$ cat config.mk
export PLATFORM = sky130hd
export DESIGN_NAME = id_alu_ctrl_stage
export DESIGN_NICKNAME = d
export VERILOG_FILES = /design/src/rtl/rv_pkg.sv /design/src/rtl/alu_ctrl_dec.sv /design/src/rtl/id_alu_ctrl_stage.sv
export SDC_FILE = /design/constraint.sdc
export NUM_CORES = 1
export LEC_CHECK = 0
export BUFFER_PORTS_ARGS = -buffer_cell sky130_fd_sc_hd__clkbuf_2
export CORE_MARGIN = 2
export CORE_UTILIZATION = 49
export CTS_CLUSTER_DIAMETER = 80
export CTS_CLUSTER_SIZE = 25
export DETAILED_ROUTE_END_ITERATION = 16
export MAX_ROUTING_LAYER = met4
export PLACE_DENSITY = 0.88
export SLEW_MARGIN = 40
export SYNTH_ARGS = -nofsm -noshare
export SYNTH_HDL_FRONTEND = slang
export SYNTH_SLANG_ARGS = --single-unit
export TNS_END_PERCENT = 20
$ cat constraint.sdc
create_clock -name clk -period 2.1 [get_ports clk]
set_input_delay 0.21 -clock clk [delete_from_list [all_inputs] [get_ports clk]]
set_output_delay 0.21 -clock clk [all_outputs]
set_load 0.005 [all_outputs]
$ cat src/rtl/rv_pkg.sv
// RV32I decode constants shared by the ID stage: ALU control bit indices,
// opcodes, operand-select encodings, immediate formats and the ID/EX payload.
package rv_pkg;

  localparam int unsigned RV_XLEN = 32;
  localparam int unsigned ALU_W   = 10;
  localparam int unsigned SEL_W   = 2;
  localparam int unsigned REG_W   = 5;

  // alu_ctrl bit positions
  localparam int unsigned ALU_NEG       = 0;
  localparam int unsigned ALU_ADD_SUB   = 1;
  localparam int unsigned ALU_UNSIGNED  = 2;
  localparam int unsigned ALU_CMP       = 3;
  localparam int unsigned ALU_ARITH     = 4;
  localparam int unsigned ALU_SHL       = 5;
  localparam int unsigned ALU_SHR       = 6;
  localparam int unsigned ALU_XOR_OR    = 7;
  localparam int unsigned ALU_OR_AND    = 8;
  localparam int unsigned ALU_JALR_JAL  = 9;

  localparam logic [ALU_W-1:0] ALU_OP_ADD  = ALU_W'(1) << ALU_ADD_SUB;
  localparam logic [ALU_W-1:0] ALU_OP_SUB  = ALU_OP_ADD | (ALU_W'(1) << ALU_NEG);
  localparam logic [ALU_W-1:0] ALU_OP_SLT  = (ALU_W'(1) << ALU_NEG) | (ALU_W'(1) << ALU_CMP);
  localparam logic [ALU_W-1:0] ALU_OP_SLTU = ALU_OP_SLT | (ALU_W'(1) << ALU_UNSIGNED);
  localparam logic [ALU_W-1:0] ALU_OP_SLL  = ALU_W'(1) << ALU_SHL;
  localparam logic [ALU_W-1:0] ALU_OP_SRL  = ALU_W'(1) << ALU_SHR;
  localparam logic [ALU_W-1:0] ALU_OP_SRA  = ALU_OP_SRL | (ALU_W'(1) << ALU_ARITH);
  localparam logic [ALU_W-1:0] ALU_OP_XOR  = ALU_W'(1) << ALU_XOR_OR;
  localparam logic [ALU_W-1:0] ALU_OP_AND  = ALU_W'(1) << ALU_OR_AND;
  localparam logic [ALU_W-1:0] ALU_OP_OR   = ALU_OP_XOR | ALU_OP_AND;
  localparam logic [ALU_W-1:0] ALU_OP_JAL  = ALU_W'(1) << ALU_JALR_JAL;

  localparam logic [6:0] OPC_LUI    = 7'b0110111;
  localparam logic [6:0] OPC_AUIPC  = 7'b0010111;
  localparam logic [6:0] OPC_JAL    = 7'b1101111;
  localparam logic [6:0] OPC_JALR   = 7'b1100111;
  localparam logic [6:0] OPC_BRANCH = 7'b1100011;
  localparam logic [6:0] OPC_LOAD   = 7'b0000011;
  localparam logic [6:0] OPC_STORE  = 7'b0100011;
  localparam logic [6:0] OPC_OP_IMM = 7'b0010011;
  localparam logic [6:0] OPC_OP     = 7'b0110011;

  localparam logic [SEL_W-1:0] IN1_RS1  = 2'd0;
  localparam logic [SEL_W-1:0] IN1_PC   = 2'd1;
  localparam logic [SEL_W-1:0] IN1_ZERO = 2'd2;
  localparam logic [SEL_W-1:0] IN2_RS2  = 2'd0;
  localparam logic [SEL_W-1:0] IN2_IMM  = 2'd1;
  localparam logic [SEL_W-1:0] IN2_PC4  = 2'd2;

  typedef enum logic [2:0] {
    IMM_NONE, IMM_I, IMM_SHAMT, IMM_S, IMM_B, IMM_U, IMM_J
  } imm_fmt_e;

  typedef struct packed {
    logic [ALU_W-1:0]   alu_ctrl;
    logic [SEL_W-1:0]   in1_sel;
    logic [SEL_W-1:0]   in2_sel;
    logic [RV_XLEN-1:0] imm;
    logic [RV_XLEN-1:0] pc;
    logic [REG_W-1:0]   rs1;
    logic [REG_W-1:0]   rs2;
    logic [REG_W-1:0]   rd;
    logic               rd_we;
    logic               illegal;
  } id_ex_t;

  function automatic logic [RV_XLEN-1:0] gen_imm(input logic [31:0] i, input imm_fmt_e fmt);
    case (fmt)
      IMM_I:     gen_imm = {{20{i[31]}}, i[31:20]};
      IMM_SHAMT: gen_imm = {27'd0, i[24:20]};
      IMM_S:     gen_imm = {{20{i[31]}}, i[31:25], i[11:7]};
      IMM_B:     gen_imm = {{19{i[31]}}, i[31], i[7], i[30:25], i[11:8], 1'b0};
      IMM_U:     gen_imm = {i[31:12], 12'd0};
      IMM_J:     gen_imm = {{11{i[31]}}, i[31], i[19:12], i[20], i[30:21], 1'b0};
      default:   gen_imm = '0;
    endcase
  endfunction

  // funct3 -> ALU op for OP / OP-IMM; alt selects SUB / SRA
  function automatic logic [ALU_W-1:0] op_alu(input logic [2:0] f3, input logic alt);
    case (f3)
      3'b000:  op_alu = alt ? ALU_OP_SUB : ALU_OP_ADD;
      3'b001:  op_alu = ALU_OP_SLL;
      3'b010:  op_alu = ALU_OP_SLT;
      3'b011:  op_alu = ALU_OP_SLTU;
      3'b100:  op_alu = ALU_OP_XOR;
      3'b101:  op_alu = alt ? ALU_OP_SRA : ALU_OP_SRL;
      3'b110:  op_alu = ALU_OP_OR;
      default: op_alu = ALU_OP_AND;
    endcase
  endfunction

endpackage

$ cat src/rtl/alu_ctrl_dec.sv
// Combinational RV32I decoder: instruction word -> ALU control, operand
// selects, immediate and register indices.
module alu_ctrl_dec
  import rv_pkg::*;
(
  input  logic [31:0]        inst,
  output logic [ALU_W-1:0]   alu_ctrl_c,
  output logic [SEL_W-1:0]   in1_sel_c,
  output logic [SEL_W-1:0]   in2_sel_c,
  output logic [RV_XLEN-1:0] imm_c,
  output logic [REG_W-1:0]   rs1_c,
  output logic [REG_W-1:0]   rs2_c,
  output logic [REG_W-1:0]   rd_c,
  output logic               rd_we_c,
  output logic               illegal_c
);

  logic [6:0] opcode;
  logic [2:0] f3;
  logic [6:0] f7;
  logic       f7_ok;
  logic       writes;
  imm_fmt_e   fmt;

  assign opcode = inst[6:0];
  assign f3     = inst[14:12];
  assign f7     = inst[31:25];
  assign f7_ok  = (f7 == 7'h00) || (f7 == 7'h20);
  assign rs1_c  = inst[19:15];
  assign rs2_c  = inst[24:20];
  assign rd_c   = inst[11:7];

  always_comb begin
    alu_ctrl_c = '0;
    in1_sel_c  = IN1_RS1;
    in2_sel_c  = IN2_RS2;
    fmt        = IMM_NONE;
    writes     = 1'b0;
    illegal_c  = 1'b0;

    case (opcode)
      OPC_LUI: begin
        alu_ctrl_c = ALU_OP_JAL;
        in2_sel_c  = IN2_IMM;
        fmt        = IMM_U;
        writes     = 1'b1;
      end
      OPC_AUIPC: begin
        alu_ctrl_c = ALU_OP_ADD;
        in1_sel_c  = IN1_PC;
        in2_sel_c  = IN2_IMM;
        fmt        = IMM_U;
        writes     = 1'b1;
      end
      OPC_JAL, OPC_JALR: begin
        alu_ctrl_c = ALU_OP_JAL;
        in2_sel_c  = IN2_PC4;
        fmt        = (opcode == OPC_JAL) ? IMM_J : IMM_I;
        writes     = 1'b1;
      end
      OPC_BRANCH: begin
        fmt = IMM_B;
        case (f3)
          3'b000, 3'b001: alu_ctrl_c = ALU_OP_XOR;
          3'b100, 3'b101: alu_ctrl_c = ALU_OP_SLT;
          3'b110, 3'b111: alu_ctrl_c = ALU_OP_SLTU;
          default:        illegal_c  = 1'b1;
        endcase
      end
      OPC_LOAD, OPC_STORE: begin
        alu_ctrl_c = ALU_OP_ADD;
        in2_sel_c  = IN2_IMM;
        fmt        = (opcode == OPC_LOAD) ? IMM_I : IMM_S;
        writes     = (opcode == OPC_LOAD);
      end
      OPC_OP_IMM: begin
        in2_sel_c  = IN2_IMM;
        writes     = 1'b1;
        alu_ctrl_c = op_alu(f3, 1'b0);
        fmt        = IMM_I;
        // shifts carry shamt in the immediate field and funct7 in the top bits
        if (f3 == 3'b001) begin
          fmt       = IMM_SHAMT;
          illegal_c = (f7 != 7'h00);
        end else if (f3 == 3'b101) begin
          fmt        = IMM_SHAMT;
          illegal_c  = !f7_ok;
          alu_ctrl_c = op_alu(f3, f7[5]);
        end
      end
      OPC_OP: begin
        writes     = 1'b1;
        alu_ctrl_c = op_alu(f3, f7[5]);
        illegal_c  = !f7_ok || (f7[5] && (f3 != 3'b000) && (f3 != 3'b101));
      end
      default: illegal_c = 1'b1;
    endcase

    if (inst[1:0] != 2'b11) illegal_c = 1'b1;

    if (illegal_c) begin
      alu_ctrl_c = '0;
      in1_sel_c  = IN1_RS1;
      in2_sel_c  = IN2_RS2;
      fmt        = IMM_NONE;
      writes     = 1'b0;
    end
  end

  assign imm_c   = gen_imm(inst, fmt);
  assign rd_we_c = writes && (rd_c != '0);

endmodule

$ cat src/rtl/id_alu_ctrl_stage.sv
// ID stage: decodes RV32I into the ID/EX register with valid/ready handshake
// and flush. Define ID_ALU_CTRL_SKID_EN for a second (skid) entry with registered in_ready.
module id_alu_ctrl_stage
  import rv_pkg::*;
#(
  parameter int unsigned XLEN = 32
) (
  input  logic            clk,
  input  logic            rst_n,
  input  logic            flush,
  input  logic            in_valid,
  output logic            in_ready,
  input  logic [31:0]     in_inst,
  input  logic [XLEN-1:0] in_pc,
  output logic            out_valid,
  input  logic            out_ready,
  output logic [9:0]      out_alu_ctrl,
  output logic [1:0]      out_in1_sel,
  output logic [1:0]      out_in2_sel,
  output logic [XLEN-1:0] out_imm,
  output logic [XLEN-1:0] out_pc,
  output logic [4:0]      out_rs1,
  output logic [4:0]      out_rs2,
  output logic [4:0]      out_rd,
  output logic            out_rd_we,
  output logic            out_illegal
);

  logic [ALU_W-1:0]   dec_alu;
  logic [SEL_W-1:0]   dec_in1, dec_in2;
  logic [RV_XLEN-1:0] dec_imm;
  logic [REG_W-1:0]   dec_rs1, dec_rs2, dec_rd;
  logic               dec_we, dec_ill;
  id_ex_t             dec;
  id_ex_t             main_q, main_d;
  logic               valid_q, valid_d;
  logic               accept;

  alu_ctrl_dec u_dec (
    .inst       (in_inst),
    .alu_ctrl_c (dec_alu),
    .in1_sel_c  (dec_in1),
    .in2_sel_c  (dec_in2),
    .imm_c      (dec_imm),
    .rs1_c      (dec_rs1),
    .rs2_c      (dec_rs2),
    .rd_c       (dec_rd),
    .rd_we_c    (dec_we),
    .illegal_c  (dec_ill)
  );

  always_comb begin
    dec          = '0;
    dec.alu_ctrl = dec_alu;
    dec.in1_sel  = dec_in1;
    dec.in2_sel  = dec_in2;
    dec.imm      = dec_imm;
    dec.pc       = RV_XLEN'(in_pc);
    dec.rs1      = dec_rs1;
    dec.rs2      = dec_rs2;
    dec.rd       = dec_rd;
    dec.rd_we    = dec_we;
    dec.illegal  = dec_ill;
  end

  assign accept = in_valid && in_ready;

`ifdef ID_ALU_CTRL_SKID_EN
  id_ex_t skid_q, skid_d;
  logic   skid_valid_q, skid_valid_d;

  assign in_ready = !skid_valid_q;

  // skid drains first to keep order; new input lands in skid only while main stalls
  always_comb begin
    main_d       = main_q;
    valid_d      = valid_q;
    skid_d       = skid_q;
    skid_valid_d = skid_valid_q;
    if (!valid_q || out_ready) begin
      if (skid_valid_q) begin
        main_d       = skid_q;
        valid_d      = 1'b1;
        skid_valid_d = 1'b0;
      end else if (accept) begin
        main_d  = dec;
        valid_d = 1'b1;
      end else begin
        valid_d = 1'b0;
      end
    end else if (accept) begin
      skid_d       = dec;
      skid_valid_d = 1'b1;
    end
    if (flush) begin
      valid_d      = 1'b0;
      skid_valid_d = 1'b0;
    end
  end

  always_ff @(posedge clk) begin
    if (!rst_n) begin
      skid_q       <= '0;
      skid_valid_q <= 1'b0;
    end else begin
      skid_q       <= skid_d;
      skid_valid_q <= skid_valid_d;
    end
  end
`else
  assign in_ready = !valid_q || out_ready;

  always_comb begin
    main_d  = main_q;
    valid_d = valid_q;
    if (accept) begin
      main_d  = dec;
      valid_d = 1'b1;
    end else if (out_ready) begin
      valid_d = 1'b0;
    end
    if (flush) valid_d = 1'b0;
  end
`endif

  always_ff @(posedge clk) begin
    if (!rst_n) begin
      main_q  <= '0;
      valid_q <= 1'b0;
    end else begin
      main_q  <= main_d;
      valid_q <= valid_d;
    end
  end

  assign out_valid    = valid_q;
  assign out_alu_ctrl = main_q.alu_ctrl;
  assign out_in1_sel  = main_q.in1_sel;
  assign out_in2_sel  = main_q.in2_sel;
  assign out_imm      = XLEN'(main_q.imm);
  assign out_pc       = XLEN'(main_q.pc);
  assign out_rs1      = main_q.rs1;
  assign out_rs2      = main_q.rs2;
  assign out_rd       = main_q.rd;
  assign out_rd_we    = main_q.rd_we;
  assign out_illegal  = main_q.illegal;

endmodule

* Word level (Yosys, flattened, before mapping)
Cells that the tools add are included.
Storage, ports and cells: input port bits 69, register bits 96, output and inout bits 97
Cells by class: bitwise operators 1, mux-type cells 29, reductions and logical operators 28, eq/ne operators 25
Operators with widths (count):
- 32-bit case mux with 6 select lines | 1
- 10-bit case mux with 7 select lines | 1
- 9-bit case mux with 6 select lines | 1
- 10-bit case mux with 5 select lines | 1
- 10-bit 2-to-1 mux | 3
- 7-bit by 6-bit == test with 1-bit output, second input constant | 4
- 8-bit case mux with 3 select lines | 1
- 3-bit == test, second input constant | 7
- 7-bit == test, second input constant | 3
- 6-bit OR reduction | 3
- 3-bit case mux with 5 select lines | 1
- 7-bit by 5-bit == test with 1-bit output, second input constant | 2
- 2-bit OR reduction | 7
- 3-bit by 2-bit == test with 1-bit output, second input constant | 4
- 1-bit 2-to-1 mux | 10
- 3-bit 2-to-1 mux | 3
- 7-bit by 2-bit == test with 1-bit output, second input constant | 1
- 7-bit zero test | 1
- 7-bit nonzero test | 1
- 3-bit by 1-bit == test with 1-bit output, second input constant | 2
- 2-bit 2-to-1 mux | 3
- 3-bit OR reduction | 2
- 5-bit 2-to-1 mux | 1
- 5-bit nonzero test | 1
- 13 further kinds | 19

* Logic depth before layout (Yosys ltp)
word-level depth 10, depth in mapped cells 9, mapped depth without buffers 7

* Modules after synthesis
Synthesis repeated with hierarchy kept, for this count alone.
Second synthesis, totals: cells, all modules 570, area total of the unflattened synthesis 4819.6 um2
By module, submodules not included:
- id_alu_ctrl_stage | cells each 418, times used 1, sequential area each 1921.8 um2, area an instance 3792.4 um2
- alu_ctrl_dec | cells each 152, times used 1, sequential area each 0.0 um2, area an instance 1027.2 um2

* Worst setup path before layout
OpenSTA, ideal clock, no wires.
path kind in2reg, start point input port in_inst[6], end point register main_q, in the netlist out_imm[20], cell stages on the path 9, library setup time 0.118 ns, arrival time 1.708 ns, path slack 0.274 ns, required time 1.982 ns, cell sequence buf_2 nand3b_2 nor3_4 a221o_2 o21a_1 o21a_1 buf_2 a21oi_1 o21ai_1
Between the ends: cells in the longest elaborated chain, start to end 7, elaborated cells on any way between the ends 26, those cells by class eq/ne: 15; mux: 7; reduce/logical: 4
Ends and longest elaborated chain:
- from (decl) | RTL line id_alu_ctrl_stage.sv:13 | input logic [31:0] in_inst,
- 7-bit by 6-bit == test with 1-bit output (tied with other cells) | RTL line alu_ctrl_dec.sv:41 | case (opcode)
- 6-bit OR reduction (no line)
- 1-bit case mux with 4 select lines | RTL line alu_ctrl_dec.sv:41
- 1-bit 2-to-1 mux | RTL line alu_ctrl_dec.sv:99 | if (inst[1:0] != 2'b11) illegal_c = 1'b1;
- 3-bit 2-to-1 mux * | RTL line alu_ctrl_dec.sv:101 | if (illegal_c) begin
- 3-bit == test (tied with other cells) | RTL line rv_pkg.sv:69 | case (fmt)
- 32-bit case mux with 6 select lines * | RTL line rv_pkg.sv:69
- to (signal assigned) | RTL line id_alu_ctrl_stage.sv:131 | main_q <= main_d;
- to (decl) | RTL line id_alu_ctrl_stage.sv:35 | id_ex_t main_q, main_d;
Mark *: on every way between the ends. The rest lies on a longest branch, timed or not. A chain may end at the register's enable or synchronous reset.

* Worst setup path after layout
start point input port in_inst[4], end point register main_q, in the netlist out_imm[13]
The elaborated chain is that of the path after synthesis.

==> qor.yml <==
antenna_found_initial: 0
grt_pass1_wl_mm: 20.11
grt.met2_usage_pct: 44.76
p_per_area_nw_per_um2: 671.3
cp_data_arrival_time_ps: 2130
hp-class: "in -> reg"
nNetsFinal: 738
grt_pass1_vias: 4108
drt-total-wl_mm: 12.40
drc: 0
syn_inst: 513
layout_commonest_cell: "clkbuf_2"
status: "finished clean"
endpoint_kind: "flop"
start_kind: "input pin"
core_um2: 8299
place.gp.congestion: 0.8805
finalHoldViolCount: 0
start_util_pct: 50.93
hpwl_mm: 9.198
path_class: "in -> reg"
path_max_fanout: 12
regToRegEndpoint: "out_imm[13]$_SDFFE_PN0P_"
clock_path_buffers: 2
setup_viol: 0
use_met3_pct: 4.335
port-buffer-count: 164
drive_gt1_share_pct: 32.49
dr.pass1.iters: 4
seq_area_frac_synth_pct: 45.00
vias: 4318
cts_tree: "yes"
synth_seq_cells: 95
crit_start: "in_inst[4]"
synthesis.nets: 582
rsz0062_at_grt: "false"
die_h_um: 96.88
synth_area_um2: 4227
p_leak_nw: 2.313
drt_first_iter_violations: 221
relSlewSlack_pct: 65.16
tightestPinTransition_ps: 518.1
cts_root_buffer: "clkbuf_8"
clk_pin_slew_ps: 110
clock.fmax_ghz: 0.5416
io-pin-count: 166
seqPwrFrac_pct: 52.2
yosysWarnings: 0
r2r_start: "out_valid$_SDFFE_PP0P_"
design_area_um2: 5386
syn_avg_cell_area_um2: 8.239
async_flop_share_pct: 0
r2r_setup_slack_ps: 380
utilization_pct: 64.90
power.share.switching_pct: 27.66
antenna_cells: 0
num_rows: 33
ant_nets: 0
chipWidth_um: 96.88
place_ws_ps: -22.70
final_cell_mix: "clkbuf_2 (163), nand2_1 (116), dfxtp_1 (95), a21boi_0 (50), a21oi_1 (34)"
hold-worst-slack_ps: 54.15
slew_viol_final: 0
maxCapViolCount: 0
min_period_over_period_pct: 87.92
fin_ws_ps: 253.7
ir_drop_uv: 351.7
crit_required_ps: 2390
p_sw_uw: 1000
grt_usage_pct: 26.76
grt_max_degree: 73
ys.flop_type: "dfxtp_1"
place_area_um2: 5165
layout_min_cycle_time_ps: 1846
grt_most_used_layer: "met2"
use_met1_pct: 32.73
htreeDepth: 3
syn2layout_area_growth_pct: 27.44
worstSkewPairLatency_ps: 370
combPwrFrac_pct: 12.2
wire_per_inst_um: 15.92
cts_buffers: 9
cts.sinks: 95
intPower_mw: 2.616
dieArea_um2: 9385
skew_ps: 16.88
grt-ovfl-total: 0
cp-endpoint: "out_imm[13]$_SDFFE_PN0P_"
synth_cell_types: 58
cts_setup_buffers: 0
ff2ff_path_depth: 6
viasPerCell: 5.543
synth_edf_count: 0
clock_power_share_pct: 35.6
routing by layer:
metal	routed length, µm	part of all wire [%]
met5	0	0
met4	219	1.8
met3	674	5.4
met2	6226	50
met1	5278	43
worst min-delay path by stage:
stage               from                 endpoint  slack (ps)  cells after the start
4_1_cts         in_pc[9]   out_pc[9]$_SDFFE_PN0P_          50                      3
2_1_floorplan      flush   out_valid$_SDFFE_PP0P_         290                      1
6_report       in_pc[20]  out_pc[20]$_SDFFE_PN0P_          50                      3
5_1_grt         in_pc[9]   out_pc[9]$_SDFFE_PN0P_          50                      3
3_5_place_dp       flush   out_valid$_SDFFE_PP0P_         390                      2
3_3_place_gp       flush   out_valid$_SDFFE_PP0P_         370                      2
layout make-up:
type / count / area (µm²)
clock buffers: 9 / 123.9
fillers: 713 / 2913
well taps: 105 / 131.4
flip-flops and latches: 95 / 1902
clock inverters: 7 / 87.58
repair buffers: 185 / 993.5
multi-input cells: 376 / 2141
inverters: 2 / 7.507
per-stage QoR:
step / setup TNS [ps] / std cells / total power [mW]
after floorplan: 0 / 513 / 2.156
after global placement: 0 / 762 / 2.350
after detailed placement: -25.48 / 762 / 2.365
after CTS: 0 / 779 / 3.633
after global routing: 0 / 779 / 3.760
final: 0 / 779 / 3.616
critical path: stages:
cell      delay [ps]
clkbuf_2         210
nand3b_2         230
nor3_4            50
buf_4            150
a221oi_1         470
nand4_1          180
o21ai_2          360
a21oi_1           70
o21ai_0          190
synthesized netlist by cell type, types with 2 or more instances:
| master | n | area share, % |
|---|---|---|
| nand3_1 | 29 | 3.4 |
| o21a_1 | 3 | 0.53 |
| o22ai_1 | 2 | 0.30 |
| a22oi_1 | 7 | 1.2 |
| nor3_1 | 3 | 0.36 |
| o21ai_0 | 26 | 3.1 |
| dfxtp_1 | 95 | 45 |
| a21boi_0 | 50 | 8.9 |
| a32oi_1 | 2 | 0.41 |
| xor2_1 | 2 | 0.41 |
| and2_1 | 5 | 0.74 |
| nor2b_1 | 12 | 1.8 |
| nand4_1 | 3 | 0.44 |
| buf_2 | 4 | 0.47 |
| o21ai_2 | 2 | 0.41 |
| nor3b_1 | 3 | 0.53 |
| o2111ai_1 | 2 | 0.41 |
| a21boi_1 | 2 | 0.36 |
| nor2_1 | 14 | 1.2 |
| buf_6 | 3 | 0.80 |
| o21ai_1 | 14 | 1.7 |
| a21oi_1 | 34 | 4.0 |
| a21o_1 | 2 | 0.36 |
| buf_4 | 2 | 0.36 |
| buf_1 | 2 | 0.18 |
| o211ai_1 | 2 | 0.36 |
| clkbuf_1 | 29 | 2.6 |
| nand2_1 | 117 | 10 |
| o31ai_1 | 3 | 0.53 |
| a221oi_1 | 3 | 0.62 |
| nand3b_1 | 2 | 0.36 |
| nand2b_1 | 8 | 1.2 |
logic make-up (layout without fill, tap and decap cells):
logic type | count (synthesis) | in the layout | synth area share, %
AO/OA/AOI/OAI | 164 | 164 | 25.96
XOR/XNOR | 2 | 2 | 0.4145
buffers and inverters | 42 | 203 | 4.559
flip-flops | 95 | 95 | 45.00
multiplexers | 1 | 1 | 0.2664
other | 1 | 1 | 0.08872
AND/OR/NAND/NOR | 208 | 208 | 23.71
sequential cells by signal (all words and copies together), names as in the netlist:
signal and flops:
out_imm 32, out_pc 32, out_alu_ctrl 10, out_rd 5, out_rs1 5, out_rs2 5, out_in2_sel 2, out_illegal 1
out_in1_sel 1, out_rd_we 1, out_valid 1
power by group through the flow:
stage / clock [mW] / sequential (mW) / combinational (mW)
after floorplan: 0 / 1.93 / 0.226
final: 1.29 / 1.89 / 0.442
after global placement: 0 / 1.92 / 0.427
after CTS: 1.31 / 1.89 / 0.441
after global routing: 1.38 / 1.89 / 0.485
after detailed placement: 0 / 1.93 / 0.438
repair_timing:
item | in CTS | in global routing
endpoints found under the hold margin | 1 | 0
gates resized for setup | 0 | 0
hold buffers | 1 | 0
Power figures use the tool's default switching activity.
